File: src/rtl/fsm_bit_serializer.sv
// Parallel-to-serial front end feeding the ROM LUT FSM x_in, one bit per clock.
// Latency: first bit on x_out the cycle after the accept edge; words stream back-to-back.
// Backpressure: load_ready = ~hold_full; a second word is buffered while the first shifts.
module fsm_bit_serializer #(
    parameter int WIDTH     = 8,
    parameter bit MSB_FIRST = 1'b1
) (
    input  logic             clk,
    input  logic             reset,
    input  logic [WIDTH-1:0] data_in,
    input  logic             load_valid,
    output logic             load_ready,
    output logic             x_out,
    output logic             x_valid,
    output logic             word_done,
    output logic             busy
);

    localparam int CW = $clog2(WIDTH);
    localparam logic [CW-1:0] LAST = CW'(WIDTH - 1);

    typedef enum logic {
        IDLE  = 1'b0,
        SHIFT = 1'b1
    } state_t;

    state_t           state_q, state_d;
    logic [WIDTH-1:0] sh_q, sh_d;
    logic [WIDTH-1:0] hold_q, hold_d;
    logic             hold_full_q, hold_full_d;
    logic [CW-1:0]    bit_cnt_q, bit_cnt_d;
    logic             x_out_q, x_out_d;
    logic             x_valid_q, x_valid_d;
    logic             word_done_q, word_done_d;

    logic             accept;
    logic [WIDTH-1:0] sh_shifted;

    assign load_ready = ~hold_full_q;
    assign accept     = load_valid & ~hold_full_q;
    assign busy       = (state_q == SHIFT) | hold_full_q;
    assign x_out      = x_out_q;
    assign x_valid    = x_valid_q;
    assign word_done  = word_done_q;

    // Next state for the shifter, holding register and the registered serial outputs.
    always_comb begin
        state_d     = state_q;
        sh_d        = sh_q;
        hold_d      = hold_q;
        hold_full_d = hold_full_q;
        bit_cnt_d   = bit_cnt_q;

        // Shift toward the output end, zero-filling the vacated bit.
        if (MSB_FIRST) begin
            sh_shifted = {sh_q[WIDTH-2:0], 1'b0};
        end else begin
            sh_shifted = {1'b0, sh_q[WIDTH-1:1]};
        end

        case (state_q)
            IDLE: begin
                if (accept) begin
                    sh_d      = data_in;
                    bit_cnt_d = LAST;
                    state_d   = SHIFT;
                end
            end
            SHIFT: begin
                if (bit_cnt_q != '0) begin
                    sh_d      = sh_shifted;
                    bit_cnt_d = bit_cnt_q - CW'(1);
                    if (accept) begin
                        hold_d      = data_in;
                        hold_full_d = 1'b1;
                    end
                end else if (hold_full_q) begin
                    // Held word takes over with no bubble; load_ready was low so no accept here.
                    sh_d        = hold_q;
                    hold_full_d = 1'b0;
                    bit_cnt_d   = LAST;
                end else if (accept) begin
                    // Bypass the empty holding register straight into the shifter.
                    sh_d      = data_in;
                    bit_cnt_d = LAST;
                end else begin
                    state_d = IDLE;
                end
            end
            default: begin
                state_d = IDLE;
            end
        endcase

        // Outputs are registered images of the next shifter state, so IDLE shows zeros.
        x_valid_d   = (state_d == SHIFT);
        x_out_d     = x_valid_d & (MSB_FIRST ? sh_d[WIDTH-1] : sh_d[0]);
        word_done_d = x_valid_d & (bit_cnt_d == '0);
    end

    // State and datapath registers with synchronous reset that discards any in-flight words.
    always_ff @(posedge clk) begin
        if (reset) begin
            state_q     <= IDLE;
            sh_q        <= '0;
            hold_q      <= '0;
            hold_full_q <= 1'b0;
            bit_cnt_q   <= '0;
            x_out_q     <= 1'b0;
            x_valid_q   <= 1'b0;
            word_done_q <= 1'b0;
        end else begin
            state_q     <= state_d;
            sh_q        <= sh_d;
            hold_q      <= hold_d;
            hold_full_q <= hold_full_d;
            bit_cnt_q   <= bit_cnt_d;
            x_out_q     <= x_out_d;
            x_valid_q   <= x_valid_d;
            word_done_q <= word_done_d;
        end
    end

endmodule

File: config.mk
export PLATFORM = sky130hd
export DESIGN_NAME = fsm_bit_serializer
export DESIGN_NICKNAME = d
export VERILOG_FILES = /design/src/rtl/fsm_bit_serializer.sv
export SDC_FILE = /design/constraint.sdc
export NUM_CORES = 1
export LEC_CHECK = 0
export CORE_ASPECT_RATIO = 1.2
export CORE_MARGIN = 2
export CORE_UTILIZATION = 55
export CTS_CLUSTER_DIAMETER = 40
export CTS_CLUSTER_SIZE = 16
export DETAILED_ROUTE_END_ITERATION = 16
export GPL_TIMING_DRIVEN = 0
export HOLD_SLACK_MARGIN = 0.15
export PLACE_DENSITY = 0.9
export SYNTH_ARGS = -nofsm -noshare
export SYNTH_HDL_FRONTEND = slang
export SYNTH_SLANG_ARGS = --single-unit
File: constraint.sdc
create_clock -name clk -period 3.66 [get_ports clk]
set_input_delay 0.549 -clock clk [delete_from_list [all_inputs] [get_ports clk]]
set_output_delay 0.549 -clock clk [all_outputs]
set_load 0.01 [all_outputs]
; Word level (Yosys, flattened, before mapping)
; Index checks and enable logic that the tools add are counted.
[totals]
inputBits = 11
output_inout_bits = 5
ff_bits = 23
wordCells = 33
[classes]
bitwise = 6
n_eq_ne = 1
add_sub_neg = 1
n_reduce_logical = 4
mux = 14
[op_table]
columns = operator, n
row1 = 8-bit 2-to-1 mux, 3
row2 = 8-bit one-hot mux with 2 select lines, 1
row3 = 3-bit 2-to-1 mux, 3
row4 = 3-bit one-hot mux with 2 select lines, 1
row5 = 1-bit 2-to-1 mux, 5
row6 = 1-bit AND, 3
row7 = 3-bit logical NOT, 1
row8 = 3-bit AND reduction, 1
row9 = 3-bit nonzero test, 1
row10 = 3-bit by 1-bit subtractor with 3-bit output (second input constant), 1
row11 = 2-bit inequality test (second input constant), 1
row12 = 1-bit inverter, 2
row13 = 1-bit one-hot mux with 2 select lines, 1
row14 = 2-bit AND reduction, 1
row15 = 1-bit bitwise OR, 1

; Longest topological paths before layout
[depth]
depth_word = 8
depth_mapped = 7
ltp_nobuf = 6

; Least setup slack after synthesis
; Ideal clock, no wire load.
[synth_timing]
path_kind = reg-to-output
startpoint = reg, netlist name x_valid
endpoint = out busy
t_arrival_ns = 0.843
n_path_buf = 1
setup_slack_ns = 2.268
required_time_ns = 3.111
stages_incl_launch_ff = 3
path_cell_list = dfxtp_1 buf_2 or2_2
[synth_lines]
columns = item, line_no
row1 = to (decl), 16  ; output logic busy

==> out/qor.csv <==
metric,value,unit
worst hold path type,reg -> reg,
crit-path cells,buf_2 > or2_2 > clkdlybuf4s50_1,
Starting DRT DRC Count,30,
DRC Markers,0,
Compound-Gate Fraction of Synth Area,0.156,
Yosys warnings,0,
WP data required,3.11,ns
Seq cells post-synth,22,
maximum fanout along the worst path,10,
syn nets,114,
Startpoint Class,flop,
Final WS setup,1.49,ns
Antenna Nets Post-Route,0,
dpl cells,135,
"Slowest-stage cell, CP",clkdlybuf4s50_1,
total wire length,1950,um
most frequent cell after synthesis,dfxtp_1,
Core Rows,17,
Worst VDD drop,0.268,mV
Critical Path Sink Type,output port,
GRT Overall Usage,0.215,
Pint,367,uW
largest net degree at the start of global routing,12,
Final TNS setup,0,ns
sequential area share after synthesis,0.429,
"EDFF count, synth",0,
die area,0.00223,mm^2
power per standard cell area,419,mW/mm^2
period utilization,0.594,
Final Hold Violating Endpoints,0,
normalized max-slew margin,0.673,
Initial Utilization,0.568,
share of the synthesized area in the top cell type,0.429,
max incr delay on CP,0.52,ns
worst path buffer plus inverter count,2,
P&R area growth vs syn,19.1,%
Fillers,147,
Area contributors post-synth,"dfxtp_1, mux2i_1, o221ai_1",
I/O Buffers,15,
Adder-Cell Fraction of Synth Area,0.0244,
"Cell Count, Final, Fillers Out",138,
leading area contributor after synthesis,dfxtp_1,
RSZ-0062 raised after global routing,no,
first-pass GRT wire length,3530,um
Critical Path AT,1.62,ns
Post-CTS Setup Bufs,0,
mux share of post-synthesis cell area,0.151,
TritonCTS clock tree,yes,
Syn Std Cell Area,0.00103,mm^2
Worst-Skew Late Latency,0.31,ns
Total Nets Final,134,
"Top FF cell, synth",dfxtp_1,
cell family with most CP delay,buffers and inverters,
Clk pwr share,0.209,
max capacitance violation total,0,
"Core Util, Final",0.677,
Die Ht,51.3,um
Synth Instances,101,
Async SR Flop Fraction,0,
switching pwr,146,uW
Clock Path Buffers,2,
H-tree Lvls,1,
pins over their slew limit,0,
per-cell routed wire length,14.1,um
final setup fails,0,
width of the die,43.5,um
core area,0.00181,mm^2
CTS Buf Count,3,
fin crit period,2.17,ns
post-CTS resize count,0,
Layout Skew,0.00456,ns
Synth Area in XOR/XNOR,0,
num ports,16,
Num Clock Sinks,22,
global route total overflow,0,
Root Driver,clkbuf_4,
LEAKAGE,0.000549,uW
Worst-Margin Slew,0.490,ns
"top cells by count, synth","dfxtp_1, mux2i_1, nor2_1",
Place WS,1.70,ns
switching power share of the total,0.285,
syn avg cell area,10.2,um^2
drt pass-1 iters,4,
ANT cells,0,
Clock transition at path regs,0.11,ns
vias in the first global route,778,
status,"finished, final reports clean",
initial antenna violation count,0,
CTS Hold Buffers Added,0,
GP Congestion,0.787,
routed vias,810,
f_max,0.460,GHz
type of the worst setup path,reg -> out,
Gate power share,0.257,
vias per cell,5.87,
Unique masters post-synth,32,
Simple-Gate Fraction of Synth Area,0.184,
largest family of logic cells by synthesized area,simple AND/OR/NAND/NOR gates,
dpl hpwl,1410,um
sequential power share,0.534,
layout cell share with drive strength beyond 1,0.126,
stage by stage:
stage               area [um^2]  total power [uW]  hold WS [ns]
finish                     1220               513         0.489
global route               1220               539         0.528
CTS                        1220               516         0.488
detailed placement         1200               411         0.466
global placement           1200               407         0.468
floorplan                  1030               370         0.446
power groups by stage:
stage                     registers (uW)  clock network [uW]  logic (uW)
final                                274                 107         132
after global routing                 277                 116         146
after CTS                            274                 109         132
after detailed placement             279                   0         132
after global placement               278                   0         128
after floorplan                      277                   0        93.0
worst paths after layout:
| kind | cells after the start | slack [ns] | start | endpoint |
|---|---|---|---|---|
| setup / recovery | 3 | 1.49 | x_valid$_SDFF_PP0_ | busy |
| hold / removal | 2 | 0.49 | hold_q[0]$_SDFFE_PP0P_ | sh_q[0]$_SDFF_PP0_ |
| setup reg to reg | 6 | 2.08 | bit_cnt_q[0]$_SDFF_PP0_ | sh_q[5]$_SDFF_PP0_ |
| hold reg to reg | 2 | 0.49 | hold_q[0]$_SDFFE_PP0P_ | sh_q[0]$_SDFF_PP0_ |
state kept, by name, indices dropped and copies added (netlist names):
name / flops
bit_cnt_q: 3
sh_q: 7
x_valid: 1
hold_q: 8
word_done: 1
hold_full_q: 1
x_out: 1
kinds of logic (layout without fill, tap and decap cells):
group / after synthesis / after routing
AO/OA/AOI/OAI: 23 / 23
adder cells (fa/ha/maj): 2 / 2
buffers and inverters: 9 / 27
flip-flops: 22 / 22
multiplexers: 15 / 15
AND/OR/NAND/NOR: 30 / 30
cell usage in the layout (no fill, tap or decap), drive strengths merged, types with 3 or more instances in the layout:
cell and n:
o221ai 6, inv 4, nand2b 3, dfxtp 22, nor2 10, a21oi 9, mux2i 14, nand2 4
clkbuf 4, clkdlybuf4s50 15, buf 4
layer usage:
layer | share of wire | track usage | routed length [um] | up-vias
met5 | 0 | 0 | 0 | -
met4 | 0.026 | 0.136 | 50 | 0
met3 | 0.034 | 0.0212 | 66 | 5
met2 | 0.49 | 0.373 | 949 | 18
met1 | 0.45 | 0.247 | 882 | 383
li1 | - | - | - | 404
layout make-up:
type	count	area (um^2)	share of cell area
Buffer	5	42.5	0.0348
Timing Repair Buffer	15	150	0.123
Inverter	4	15.0	0.0123
Sequential cell	22	440	0.360
Clock buffer	3	22.5	0.0184
Multi-Input combinational cell	70	529	0.433
Tap cell	19	23.8	0.0194
worst reg2reg max path, stage by stage, from the launching register on:
cell and delay, ns:
dfxtp_1 0.33, inv_1 0.09, ha_1 0.26, nor2b_2 0.26, nand3_1 0.25, o221ai_1 0.25, a21oi_1 0.06
No activity file was read; power rests on OpenSTA's default activity.
